==> config.mk <==
export PLATFORM = sky130hd
export DESIGN_NAME = pipe_skid_reg
export DESIGN_NICKNAME = d
export VERILOG_FILES = /design/src/rtl/pipe_skid_reg.sv
export SDC_FILE = /design/constraint.sdc
export NUM_CORES = 1
export LEC_CHECK = 0
export ABC_AREA = 1
export BUFFER_PORTS_ARGS = -buffer_cell sky130_fd_sc_hd__buf_2
export CAP_MARGIN = 20
export CORE_MARGIN = 10
export CORE_UTILIZATION = 50
export CTS_BUF_LIST = sky130_fd_sc_hd__clkbuf_4
export DETAILED_ROUTE_END_ITERATION = 8
export GPL_TIMING_DRIVEN = 0
export HOLD_SLACK_MARGIN = 0.02
export PLACE_DENSITY = 0.76
export SLEW_MARGIN = 10
export SYNTH_ARGS = -nofsm -noshare
export SYNTH_HDL_FRONTEND = slang
export SYNTH_SLANG_ARGS = --single-unit
==> constraint.sdc <==
create_clock -name Clk -period 5.15 [get_ports Clk]
set_input_delay 0.515 -clock Clk [delete_from_list [all_inputs] [get_ports Clk]]
set_output_delay 0.515 -clock Clk [all_outputs]
set_load 0.1 [all_outputs]
==> src/rtl/pipe_skid_reg.sv <==
// Purpose     : pipeline-stage register with a two-entry skid buffer carrying instr/PC/sideband.
// Latency     : 1 cycle; a beat accepted at edge N is on Out_* with Out_Valid=1 right after edge N.
// Backpressure: In_Ready = !skid valid (registered only); the skid entry absorbs the beat already committed upstream.
//
// Ports:
//   Clk, Reset          clock (rising edge) and asynchronous active-high reset
//   In_Valid/In_Ready   upstream handshake; In_Instr/In_PC/In_Sb upstream payload
//   Out_Valid/Out_Ready downstream handshake; Out_Instr/Out_PC/Out_Sb output payload (main entry)
//   Flush, Flush_PC     drop all contents and load a bubble {RESET_INSTR, Flush_PC, 0}
//   Occupancy           number of held entries (0, 1 or 2)
module pipe_skid_reg #(
    parameter int unsigned        INSTR_W     = 32,
    parameter int unsigned        PC_W        = 32,
    parameter int unsigned        SB_W        = 8,
    parameter logic [INSTR_W-1:0] RESET_INSTR = '0,
    parameter logic [PC_W-1:0]    RESET_PC    = 32'h0000_3000
) (
    input  logic               Clk,
    input  logic               Reset,

    input  logic               In_Valid,
    output logic               In_Ready,
    input  logic [INSTR_W-1:0] In_Instr,
    input  logic [PC_W-1:0]    In_PC,
    input  logic [SB_W-1:0]    In_Sb,

    output logic               Out_Valid,
    input  logic               Out_Ready,
    output logic [INSTR_W-1:0] Out_Instr,
    output logic [PC_W-1:0]    Out_PC,
    output logic [SB_W-1:0]    Out_Sb,

    input  logic               Flush,
    input  logic [PC_W-1:0]    Flush_PC,

    output logic [1:0]         Occupancy
);

    // ------------------------------------------------------------------
    // Payload and state types
    // ------------------------------------------------------------------
    typedef struct packed {
        logic [INSTR_W-1:0] instr;
        logic [PC_W-1:0]    pc;
        logic [SB_W-1:0]    sb;
    } beat_t;

    // EMPTY: nothing held. ONE: main valid. FULL: main and skid valid.
    typedef enum logic [1:0] {
        ST_EMPTY = 2'd0,
        ST_ONE   = 2'd1,
        ST_FULL  = 2'd2
    } state_e;

    state_e state_q;
    state_e state_d;

    beat_t  main_q;
    beat_t  main_d;
    beat_t  skid_q;
    beat_t  skid_d;

    beat_t  in_beat;
    beat_t  bubble_beat;
    beat_t  reset_beat;

    logic   main_vld;
    logic   skid_vld;
    logic   accept;
    logic   drain;

    // ------------------------------------------------------------------
    // Handshakes. Both are built from registered state and the peer's
    // inputs only, so no combinational path runs Out_Ready -> In_Ready.
    // ------------------------------------------------------------------
    assign in_beat     = '{instr: In_Instr,    pc: In_PC,    sb: In_Sb};
    assign bubble_beat = '{instr: RESET_INSTR, pc: Flush_PC, sb: '0};
    assign reset_beat  = '{instr: RESET_INSTR, pc: RESET_PC, sb: '0};

    assign main_vld = (state_q != ST_EMPTY);
    assign skid_vld = (state_q == ST_FULL);

    assign accept = In_Valid  & ~skid_vld;
    assign drain  = Out_Ready & main_vld;

    // ------------------------------------------------------------------
    // FSM: state register
    // ------------------------------------------------------------------
    always_ff @(posedge Clk or posedge Reset) begin
        if (Reset) begin
            state_q <= ST_EMPTY;
        end else begin
            state_q <= state_d;
        end
    end

    // ------------------------------------------------------------------
    // FSM: next-state logic. Flush overrides every other event; a drain in
    // the same cycle still completes because downstream already sampled it.
    // ------------------------------------------------------------------
    always_comb begin
        state_d = state_q;
        if (Flush) begin
            state_d = ST_EMPTY;
        end else begin
            unique case (state_q)
                ST_EMPTY: begin
                    if (accept) begin
                        state_d = ST_ONE;
                    end
                end
                ST_ONE: begin
                    if (accept && !drain) begin
                        state_d = ST_FULL;
                    end else if (!accept && drain) begin
                        state_d = ST_EMPTY;
                    end
                end
                ST_FULL: begin
                    // accept is impossible here: In_Ready is low while FULL
                    if (drain) begin
                        state_d = ST_ONE;
                    end
                end
                default: begin
                    state_d = ST_EMPTY;
                end
            endcase
        end
    end

    // ------------------------------------------------------------------
    // FSM: outputs that depend on state only
    // ------------------------------------------------------------------
    always_comb begin
        Out_Valid = 1'b0;
        In_Ready  = 1'b1;
        Occupancy = 2'd0;
        unique case (state_q)
            ST_EMPTY: begin
                Out_Valid = 1'b0;
                In_Ready  = 1'b1;
                Occupancy = 2'd0;
            end
            ST_ONE: begin
                Out_Valid = 1'b1;
                In_Ready  = 1'b1;
                Occupancy = 2'd1;
            end
            ST_FULL: begin
                Out_Valid = 1'b1;
                In_Ready  = 1'b0;
                Occupancy = 2'd2;
            end
            default: begin
                Out_Valid = 1'b0;
                In_Ready  = 1'b1;
                Occupancy = 2'd0;
            end
        endcase
    end

    // ------------------------------------------------------------------
    // Datapath next-state. The main entry keeps its payload when it drains
    // to EMPTY, so Out_* shows the last loaded beat until something new lands.
    // ------------------------------------------------------------------
    always_comb begin
        main_d = main_q;
        skid_d = skid_q;
        if (Flush) begin
            // Skid payload is left as-is; its valid bit is cleared via state.
            main_d = bubble_beat;
        end else begin
            unique case (state_q)
                ST_EMPTY: begin
                    if (accept) begin
                        main_d = in_beat;
                    end
                end
                ST_ONE: begin
                    if (accept && drain) begin
                        main_d = in_beat;
                    end else if (accept) begin
                        skid_d = in_beat;
                    end
                end
                ST_FULL: begin
                    if (drain) begin
                        main_d = skid_q;
                    end
                end
                default: begin
                    main_d = main_q;
                end
            endcase
        end
    end

    // ------------------------------------------------------------------
    // Datapath registers
    // ------------------------------------------------------------------
    always_ff @(posedge Clk or posedge Reset) begin
        if (Reset) begin
            main_q <= reset_beat;
            skid_q <= '0;
        end else begin
            main_q <= main_d;
            skid_q <= skid_d;
        end
    end

    assign Out_Instr = main_q.instr;
    assign Out_PC    = main_q.pc;
    assign Out_Sb    = main_q.sb;

endmodule

Yosys cells after proc, flatten, opt, wreduce, memory -nomap -nowiden
Index checks and enable logic that the tools add are counted.
- logic and storage cells: 44
- bits in registers: 146
- output and inout port bits: 76
- input bits: 109
- bitwise gates (word level): 5
- equality and inequality tests: 6
- reduce and logical (&&, ||, !) cells: 12
- mux-type cells: 14
- operator list (kind ; number):
    72-bit 2-to-1 mux ; 4
    72-bit one-hot mux with 3 select lines ; 1
    2-bit 2-to-1 mux ; 5
    4-bit AND reduction ; 2
    3-bit != test (second input constant) ; 2
    2-bit one-hot mux with 3 select lines ; 1
    4-bit != test (second input constant) ; 1
    2-bit one-hot mux with 2 select lines ; 1
    4-bit nonzero test ; 1
    1-bit logical AND ; 3
    3-bit by 2-bit != test with 1-bit output (second input constant) ; 1
    1-bit NOT ; 3
    3-bit AND reduction ; 1
    1-bit AND ; 2
    2-bit by 1-bit equality test with 1-bit output (second input constant) ; 1
    2-bit equality test (second input constant) ; 1
    1-bit logical NOT ; 2
    2-bit logical NOT ; 1
    1-bit 2-to-1 mux ; 2
    2-bit nonzero test ; 1
    2-bit OR reduction ; 1

Logic depth before layout (Yosys ltp)
Gate-level depths: netlist of the first run.
- word-level depth: 9
- mapped depth: 11
- mapped depth without buffers: 9

Least setup slack after synthesis of the first run
No wires, ideal clock.
- kind: reg2reg
- from: register state_q[0]
- to: register main_q (netlist bit Out_Instr[0])
- cell stages (with the launch flop): 8
- setup time: 0.068 ns
- data required time: 5.082 ns
- clock period less this slack: 2.194 ns
- path buffers: 1
- setup slack: 2.956 ns
- arrival: 2.127 ns
- cell sequence: dfrtp_1 -> inv_1 -> ha_1 -> nor2_1 -> nand2_2 -> clkbuf_1 -> nand4_1 -> nand2_1
- cells in the longest elaborated chain, start to end: 6
- elaborated cells on any way between the ends: 15
- those cells by class: 5 x eq/ne; 2 x mux; 3 x bitwise; 5 x reduce/logical
- RTL lines (what ; RTL line ; source):
    start: declaration ; 55 ; state_e state_q;
    start signal: assignment ; 93 ; state_q <= state_d;
    2-bit equality test ; 81, 174 ;
    1-bit NOT ; 83 ; assign accept = In_Valid & ~skid_vld;
    1-bit AND ; 83 ;
    1-bit logical AND ; 181 ; if (accept && drain) begin
    3-bit != test (no line) ; -- ;
    4-bit AND reduction (no line) ; -- ;
    end signal: assignment ; 204 ; main_q <= reset_beat;
    end signal: assignment ; 207 ; main_q <= main_d;
    end: declaration ; 58 ; beat_t main_q;
Parallel ways exist; a longest one is shown, timed or not.
A chain may end at the register's enable or synchronous reset.

Final worst setup path of the first run
- from: register state_q[0]
- to: output In_Ready
- cells in the longest elaborated chain, start to end: 2
- RTL lines (what ; RTL line ; source):
    2-bit equality test ; 139 ; unique case (state_q)
    1-bit 2-to-1 mux ; 139 ;
    end: declaration ; 22 ; output logic In_Ready,
No other way between the ends.

==> results of run 1 <==
through the flow:
stage	hold slack [ns]	worst slack, ns
floorplan	0.450	0.715
global placement	0.458	-1.01
detailed placement	0.460	2.69
CTS	0.104	2.05
global route	0.132	1.96
finish	0.163	2.10
cell families after synthesis:
| family | count (synthesis) | synth area share [%] |
|---|---|---|
| AOI/OAI and AO/OA | 74 | 5.11 |
| DFF | 146 | 49.6 |
| adders and majority gates | 7 | 1.19 |
| buffers and inverters | 145 | 8.36 |
| and+or+nand+nor | 632 | 35.8 |
critical path, cell delays in order (launching register included):
cell and delay [ns]:
dfrtp_1 0.43, inv_1 0.12, ha_1 0.24, buf_6 0.16, inv_2 0.08, buf_4 0.20, buf_2 0.27, buf_2 0.48
registers in the layout, indices dropped and copies added, names as in the netlist:
register	flops
Out_Instr	32
Out_PC	32
Out_Sb	8
skid_q	72
state_q	2
synth_stat cells (all sizes together):
cell type	number	area, µm²
nand2	437	1650
dfrtp	144	3600
nor2	86	338
inv	74	278
nand4	72	450
o21ai	72	360
buf	44	238
nand3	36	198
clkbuf	27	101
ha	7	87.6
dfstp	2	52.6
a21oi	1	5.00
o21bai	1	11.3
or2	1	6.26
path summary, 6_finish.rpt:
check                                  start         end  slack [ns]  cells past startpoint
worst max-delay path              state_q[0]    In_Ready        2.10                      7
worst min-delay path            In_Instr[28]  skid_q[68]        0.16                      3
worst max register to register    state_q[0]   Out_Sb[3]        2.99                     10
worst min register to register    Out_PC[13]  Out_PC[13]        0.48                      2
max in group asynchronous              Reset   skid_q[7]        3.85                      4
min in group asynchronous              Reset   Out_PC[8]        0.46                      3
area by class of cell:
class	count	area, µm²	area share [%]
clock buffer	17	128	1.44
buffer	71	339	3.82
antenna	3	7.51	0.0847
clock inverter	15	165	1.86
multi-input combinational	713	3100	35.0
tap	184	230	2.60
timing repair buffer	185	953	10.8
inverter	74	285	3.22
sequential	146	3660	41.2
report_power, final:
group	leakage (µW)	switching, µW	internal, µW	total [µW]
clock network	0.000151	435	332	767
registers	0.00183	283	1690	1970
logic	0.00318	3190	673	3870
timing repair:
action,in CTS,in global routing
hold buffers,1,0
resized for setup,0,0
hold endpoints to repair,36,0
setup buffers,0,0
metal layers:
metal	GRT usage (%)	part of all wire, %	up-vias
met5	0	0.10	-
met4	5.76	0.94	4
met3	6.58	7.8	23
met2	34.9	47	216
met1	27.9	44	3314
li1	-	-	3581
==> impl_metrics.py, run 1 <==
metrics = {
    "sta": {
        "clock.fmax_mhz": 328,
        "setup_viol_count_final": 0,
        "post-route-period-util_pct": 59.2,
        "fin_crit_ns": 3.05,
        "worstMarginPinSlew_ns": 0.613,
        "finalHoldViolations": 0,
        "finalSetupTns_ns": 0,
        "slew_headroom_pct": 59.1,
        "rsz0062_at_grt": "no",
        "fin_skew_ns": 0.0165,
        "drv_slew": 0,
    },
    "worst_setup_path": {
        "cp-start-kind": "flip-flop",
        "path_class": "flip-flop to output pin",
        "worstSetupEndpointType": "output pin",
        "critPathArrivalTime_ns": 2.53,
        "path_max_fanout": 10,
        "worstPathRequired_ns": 4.64,
    },
    "cts": {
        "insertion_delay_ns": 0.55,
        "cts_max_level": 4,
        "cts_root_buf": "clkbuf_4",
        "cts-buffers-inserted": 17,
        "cts_tree": "built",
        "clk_pin_slew_ns": 0.12,
        "cts_sinks": 146,
        "clk_path_buf_depth": 2,
    },
    "detailed_routing": {
        "avgRoutedWirePerCell_um": 15.7,
        "drc": 0,
        "via_per_inst": 5.07,
        "num_vias": 7138,
        "drt.antenna.violating_nets": 0,
        "drtPass1Iterations": 5,
        "drt_wl_total_um": 22000,
        "drt_iter0_drc": 629,
    },
    "place": {
        "dpl.hpwl_um": 16100,
        "post-place-cells": 1372,
        "io_buffers": 183,
        "place_area_mm2": 0.00856,
        "place.gp.congestion": 0.851,
    },
    "global_route": {
        "grt_pass1_vias": 6907,
        "globalRoute.totalOverflow": 0,
        "grt_first_pass_wirelength_um": 35600,
        "antenna_found_initial": 5,
        "grt_max_degree": 109,
        "track_usage_pct": 21.7,
    },
    "flow_run": {
        "max_cap_viol_count": 0,
    },
    "final_layout": {
        "fin_nets": 1324,
        "utilization_pct": 61.3,
        "fillCellCount": 1401,
        "layout_common_cells": "434 x nand2_1, 223 x buf_2, 144 x dfrtp_1",
        "final_common_cell": "nand2_1",
        "final_area_mm2": 0.00887,
        "layout.cells.non_filler": 1408,
        "layout-drive-gt1-share_pct": 22.1,
        "syn_to_final_growth_pct": 20.2,
    },
    "synthesis": {
        "synth_nets": 1120,
        "syn_avg_cell_area_um2": 7.35,
        "ys_types": 22,
        "synthCells": 1004,
        "yosys_register_bits": 146,
        "yosysWarnings": 0,
        "synth.cell_area_mm2": 0.00738,
        "synth-seq-area-share_pct": 49.6,
    },
    "die": {
        "die_w_um": 141,
        "dieArea_mm2": 0.0200,
        "fp-row-count": 44,
        "core-area_mm2": 0.0145,
        "die-height_um": 141,
        "io_pins": 185,
        "start_util_pct": 51.0,
    },
    "worst_hold_path": {
        "holdCritPathClass": "input port to flip-flop",
    },
    "status": {
        "status": "finished clean",
    },
    "pwr": {
        "power.total_uw": 6600,
        "p_per_area_mw_per_mm2": 745,
        "vdd_drop_max_uv": 588,
        "leakage_uw": 0.00517,
    },
}
(Power assumes the default switching activity.)
==> run 2, diff against run 1 <==
clock period = 3.1 ns   (was 5.15 ns; I/O delays follow)
==> run 2 against run 1 <==
Against the previous run: clock power is 33% higher; largest cell class unchanged; critical path type unchanged; utilization is 3.2 points higher; die area unchanged.
==> impl_metrics.py, run 2 (synthesized netlist as in run 1, its figures left out) <==
metrics = {
    "sta": {
        "clock.fmax_mhz": 351,
        "finalSetupTns_ns": 0,
        "fin_crit_ns": 2.85,
        "drv_slew": 0,
        "rsz0062_at_grt": "no",
        "setup_viol_count_final": 0,
        "finalHoldViolations": 0,
        "worstMarginPinSlew_ns": 0.622,
        "fin_skew_ns": 0.0243,
        "post-route-period-util_pct": 92.0,
        "slew_headroom_pct": 58.5,
    },
    "cts": {
        "clk_pin_slew_ns": 0.12,
        "cts_sinks": 146,
        "cts_tree": "built",
        "cts_resized": 0,
        "cts_max_level": 4,
        "cts-buffers-inserted": 17,
        "cts_root_buf": "clkbuf_4",
        "cts_setup_buffers": 0,
        "clk_path_buf_depth": 2,
        "insertion_delay_ns": 0.55,
    },
    "die": {
        "dieArea_mm2": 0.0200,
        "die_w_um": 141,
        "fp-row-count": 44,
        "start_util_pct": 51.0,
        "io_pins": 185,
        "die-height_um": 141,
        "core-area_mm2": 0.0145,
    },
    "final_layout": {
        "final_common_cell": "nand2_1",
        "layout-drive-gt1-share_pct": 21.4,
        "syn_to_final_growth_pct": 26.6,
        "layout_common_cells": "434 x nand2_1, 223 x buf_2, 144 x dfrtp_1",
        "fin_nets": 1378,
        "largest_reg_flops": 72,
        "fillCellCount": 1301,
        "largest-register": "skid_q",
        "antenna_cells": 0,
    },
    "worst_hold_path": {
        "holdCritPathClass": "input port to flip-flop",
    },
    "detailed_routing": {
        "drt_iter0_drc": 531,
        "num_vias": 7337,
        "avgRoutedWirePerCell_um": 15.6,
        "drc": 0,
        "drt.antenna.violating_nets": 0,
        "via_per_inst": 5.04,
        "drtPass1Iterations": 5,
        "drt_wl_total_um": 22800,
    },
    "worst_setup_path": {
        "critPathArrivalTime_ns": 2.54,
        "worstSetupEndpointType": "output pin",
        "cp-start-kind": "flip-flop",
        "path_class": "flip-flop to output pin",
        "path_max_fanout": 10,
        "worstPathRequired_ns": 2.79,
    },
    "global_route": {
        "grt_max_degree": 39,
        "grt_use_met2_pct": 37.3,
        "track_usage_pct": 22.5,
        "antenna_found_initial": 0,
        "grt_pass1_vias": 7357,
        "grt_first_pass_wirelength_um": 36900,
        "use_met1_pct": 28.5,
        "globalRoute.totalOverflow": 0,
        "busiest_layer": "met2",
        "use_met3_pct": 6.28,
    },
    "pwr": {
        "power.total_uw": 10800,
        "leakage_uw": 0.00536,
        "p_per_area_mw_per_mm2": 1160,
        "vdd_drop_max_uv": 1130,
    },
    "status": {
        "status": "finished clean",
    },
    "place": {
        "place.gp.congestion": 0.850,
        "dpl.hpwl_um": 16300,
        "io_buffers": 183,
    },
    "flow_run": {
        "max_cap_viol_count": 0,
    },
}
==> run 2: critical path, cell delays in order, from the launching register on <==
cell and delay [ns]:
dfrtp_1 0.44, inv_1 0.13, ha_1 0.24, buf_6 0.16
inv_2 0.08, buf_4 0.20, buf_2 0.27, buf_2 0.47
==> run 2: layout make-up <==
cell class | count | area, µm² | share of cell area (%)
flip-flops and latches | 146 | 3660 | 39.2
inverters | 74 | 282 | 3.01
plain buffers | 71 | 339 | 3.63
clock inverters | 11 | 67.6 | 0.724
well taps | 184 | 230 | 2.47
repair buffers | 239 | 1520 | 16.2
multi-input cells | 713 | 3100 | 33.2
clock buffers | 19 | 143 | 1.53
==> run 2: stage by stage <==
step / worst slack (ns) / std cells / util (%) / hold slack (ns) / cell area, µm²
after floorplan: 0.906 / 1004 / - / 0.420 / 7380
after global placement: -0.00798 / 1371 / 58.9 / 0.457 / 8530
after detailed placement: 0.823 / 1375 / 59.4 / 0.361 / 8610
after CTS: 0.220 / 1456 / 64.4 / 0.0255 / 9330
after global routing: 0.0890 / 1457 / 64.5 / 0.0207 / 9340
final: 0.248 / 1457 / 64.5 / 0.0442 / 9340
==> run 2: where the power goes <==
part,leakage [µW],internal [µW],switching (µW)
combinational,0.00341,1170,5330
clock,0.000115,317,705
sequential,0.00183,2800,473
==> run 2: routing by layer <==
metal  vias up  wire length, µm
li1       3674                -
met1      3389             9840
met2       256            11000
met3        18             1670
met4         0              268
met5         -                0
==> run 2: timing repair <==
action / in CTS / in global routing
endpoints found under the hold margin: 68 / 1
setup endpoints to repair: 0 / 0
hold buffers: 51 / 1
==> run 2: final timing paths <==
| check | depth (start not counted) | slack (ns) | end | startpoint |
|---|---|---|---|---|
| max reg2reg | 10 | 0.84 | Out_Sb[5] | state_q[0] |
| max | 7 | 0.25 | In_Ready | state_q[0] |
| max in group asynchronous | 6 | 1.80 | skid_q[50] | Reset |
| min reg2reg | 2 | 0.48 | Out_PC[12] | Out_PC[12] |
| min in group asynchronous | 3 | 0.31 | Out_PC[17] | Reset |
| min | 3 | 0.04 | skid_q[12] | In_PC[4] |
==> run 3, diff against run 2 <==
CTS_CLUSTER_DIAMETER = 200   (was not set)
GPL_TIMING_DRIVEN = not set   (was 0)
==> run 3 against run 2 <==
Against the previous run: non-clock buffer count decreased by 50; sequential share of layout area rose by 0.64 points; setup slack improved by 0.16 ns; critical endpoint unchanged; utilization decreased by 1.0 points; routed wire length down 3.1%; power fell by 0.60%; final cell count down 3.2%; die area unchanged; critical path type unchanged.
==> impl_metrics.py, run 3 (synthesized netlist as in run 1, its figures left out) <==
metrics = {
    "sta": {
        "setup_slack_ns": 0.407,
        "setup_viol_count_final": 0,
        "whs_ns": 0.0774,
        "worstMarginPinSlew_ns": 0.894,
        "finalHoldViolations": 0,
        "drv_slew": 0,
        "fin_crit_ns": 2.69,
        "slew_headroom_pct": 40.4,
        "rsz0062_at_grt": "no",
        "post-route-period-util_pct": 86.9,
        "clock.fmax_mhz": 371,
        "fin_skew_ns": 0.0125,
        "finalSetupTns_ns": 0,
    },
    "place": {
        "io_buffers": 184,
        "post-place-cells": 1315,
        "post-place-ws_ns": 0.786,
        "place.gp.congestion": 0.815,
        "place_area_mm2": 0.00834,
        "dpl.hpwl_um": 12900,
    },
    "cts": {
        "cts_max_level": 4,
        "cts_setup_buffers": 0,
        "ctsHoldBuffers": 62,
        "cts-buffers-inserted": 17,
        "cts_root_buf": "clkbuf_4",
        "insertion_delay_ns": 0.53,
        "cts_sinks": 146,
        "clk_pin_slew_ns": 0.12,
        "cts_resized": 0,
        "clk_path_buf_depth": 2,
        "cts_tree": "built",
    },
    "detailed_routing": {
        "drt_iter0_drc": 547,
        "num_vias": 7186,
        "drt.antenna.violating_nets": 0,
        "avgRoutedWirePerCell_um": 15.6,
        "drt_wl_total_um": 22100,
        "drc": 0,
        "drtPass1Iterations": 5,
        "via_per_inst": 5.10,
    },
    "worst_setup_path": {
        "path_class": "flip-flop to output pin",
        "cp-start-kind": "flip-flop",
        "path_max_fanout": 75,
        "path_buf_inv": 4,
        "worstSetupEndpointType": "output pin",
        "worstPathRequired_ns": 2.79,
        "critPathArrivalTime_ns": 2.38,
        "cp_top_family": "buffers and inverters",
        "critPathMaxStageDelay_ns": 0.70,
        "critPathSlowestCell": "buf_4",
        "cp_cell_sequence": "inv_1 -> ha_2 -> inv_2 -> buf_4 -> buf_12",
        "reg2reg_slack_ns": 0.81,
    },
    "global_route": {
        "globalRoute.totalOverflow": 0,
        "antenna_found_initial": 0,
        "track_usage_pct": 21.6,
        "grt_max_degree": 147,
        "grt_first_pass_wirelength_um": 35600,
        "grt_pass1_vias": 7021,
    },
    "final_layout": {
        "final_area_mm2": 0.00919,
        "largest_reg_flops": 72,
        "syn_to_final_growth_pct": 24.5,
        "layout_common_cells": "434 x nand2_1, 183 x buf_2, 144 x dfrtp_1",
        "layout.cells.non_filler": 1410,
        "final-seq-area_mm2": 0.00366,
        "largest-register": "skid_q",
        "final_common_cell": "nand2_1",
        "multiInputGateArea_mm2": 0.00311,
        "fillCellCount": 1291,
        "layout-drive-gt1-share_pct": 19.5,
        "fin_nets": 1328,
    },
    "die": {
        "die-height_um": 141,
        "fp-row-count": 44,
        "core-area_mm2": 0.0145,
        "die_w_um": 141,
        "dieArea_mm2": 0.0200,
        "start_util_pct": 51.0,
        "io_pins": 185,
    },
    "pwr": {
        "leakage_uw": 0.00527,
        "vdd_drop_max_uv": 1100,
        "p_per_area_mw_per_mm2": 1170,
    },
    "flow_run": {
        "max_cap_viol_count": 0,
    },
    "worst_hold_path": {
        "holdCritPathClass": "input port to flip-flop",
    },
    "status": {
        "status": "finished clean",
    },
}
==> run 3: cell count changes in the layout (fill, tap and decap cells not counted), moves of 10 or more <==
cell / before / now
clkbuf_1: 27 / 0
buf_2: 223 / 183
dlygate4sd3_1: 52 / 62
buf_4: 2 / 13
==> run 3: final cells by class <==
class | count | area share, %
flip-flops and latches | 146 | 39.8
clock buffers | 17 | 1.39
repair buffers | 260 | 18.2
diodes | 2 | 0.0545
clock inverters | 14 | 1.08
inverters | 74 | 3.06
multi-input cells | 713 | 33.9
well taps | 184 | 2.51
==> run 3: tightest hold or removal path: cells and delay by family <==
| kind | cells | cell delay (ns) |
|---|---|---|
| AO/OA/AOI/OAI | 1 | 0.09 |
| buffers and inverters | 2 | 0.17 |
==> run 3: worst paths after layout <==
| check | start | to | depth (start not counted) |
|---|---|---|---|
| max in group asynchronous | Reset | Out_Instr[2] | 4 |
| max | state_q[0] | In_Ready | 5 |
| min reg2reg | Out_PC[12] | Out_PC[12] | 2 |
| max reg2reg | state_q[0] | Out_PC[10] | 9 |
| min | In_PC[21] | skid_q[29] | 3 |
| min in group asynchronous | Reset | skid_q[16] | 4 |
==> run 3: where the power goes <==
| group | leakage (µW) | total, µW | internal (µW) | switching (µW) |
|---|---|---|---|---|
| clock network | 0.000127 | 1060 | 374 | 683 |
| logic | 0.00332 | 6370 | 1110 | 5270 |
| registers | 0.00183 | 3300 | 2800 | 493 |
==> run 3: stage by stage <==
step,total power [µW],utilization (%)
6_report,10700,63.5
5_1_grt,11400,63.4
4_1_cts,10800,63.4
3_5_place_dp,9650,57.6
3_3_place_gp,9560,57.6
2_1_floorplan,8480,-
==> run 3: metal layers <==
| layer | GRT usage (%) | vias to the layer above | share of wire, % |
|---|---|---|---|
| met2 | 35.9 | 253 | 48 |
| met5 | 0 | - | 0 |
| met3 | 5.81 | 13 | 7.5 |
| li1 | - | 3574 | - |
| met4 | 5.06 | 0 | 0.89 |
| met1 | 27.4 | 3346 | 43 |
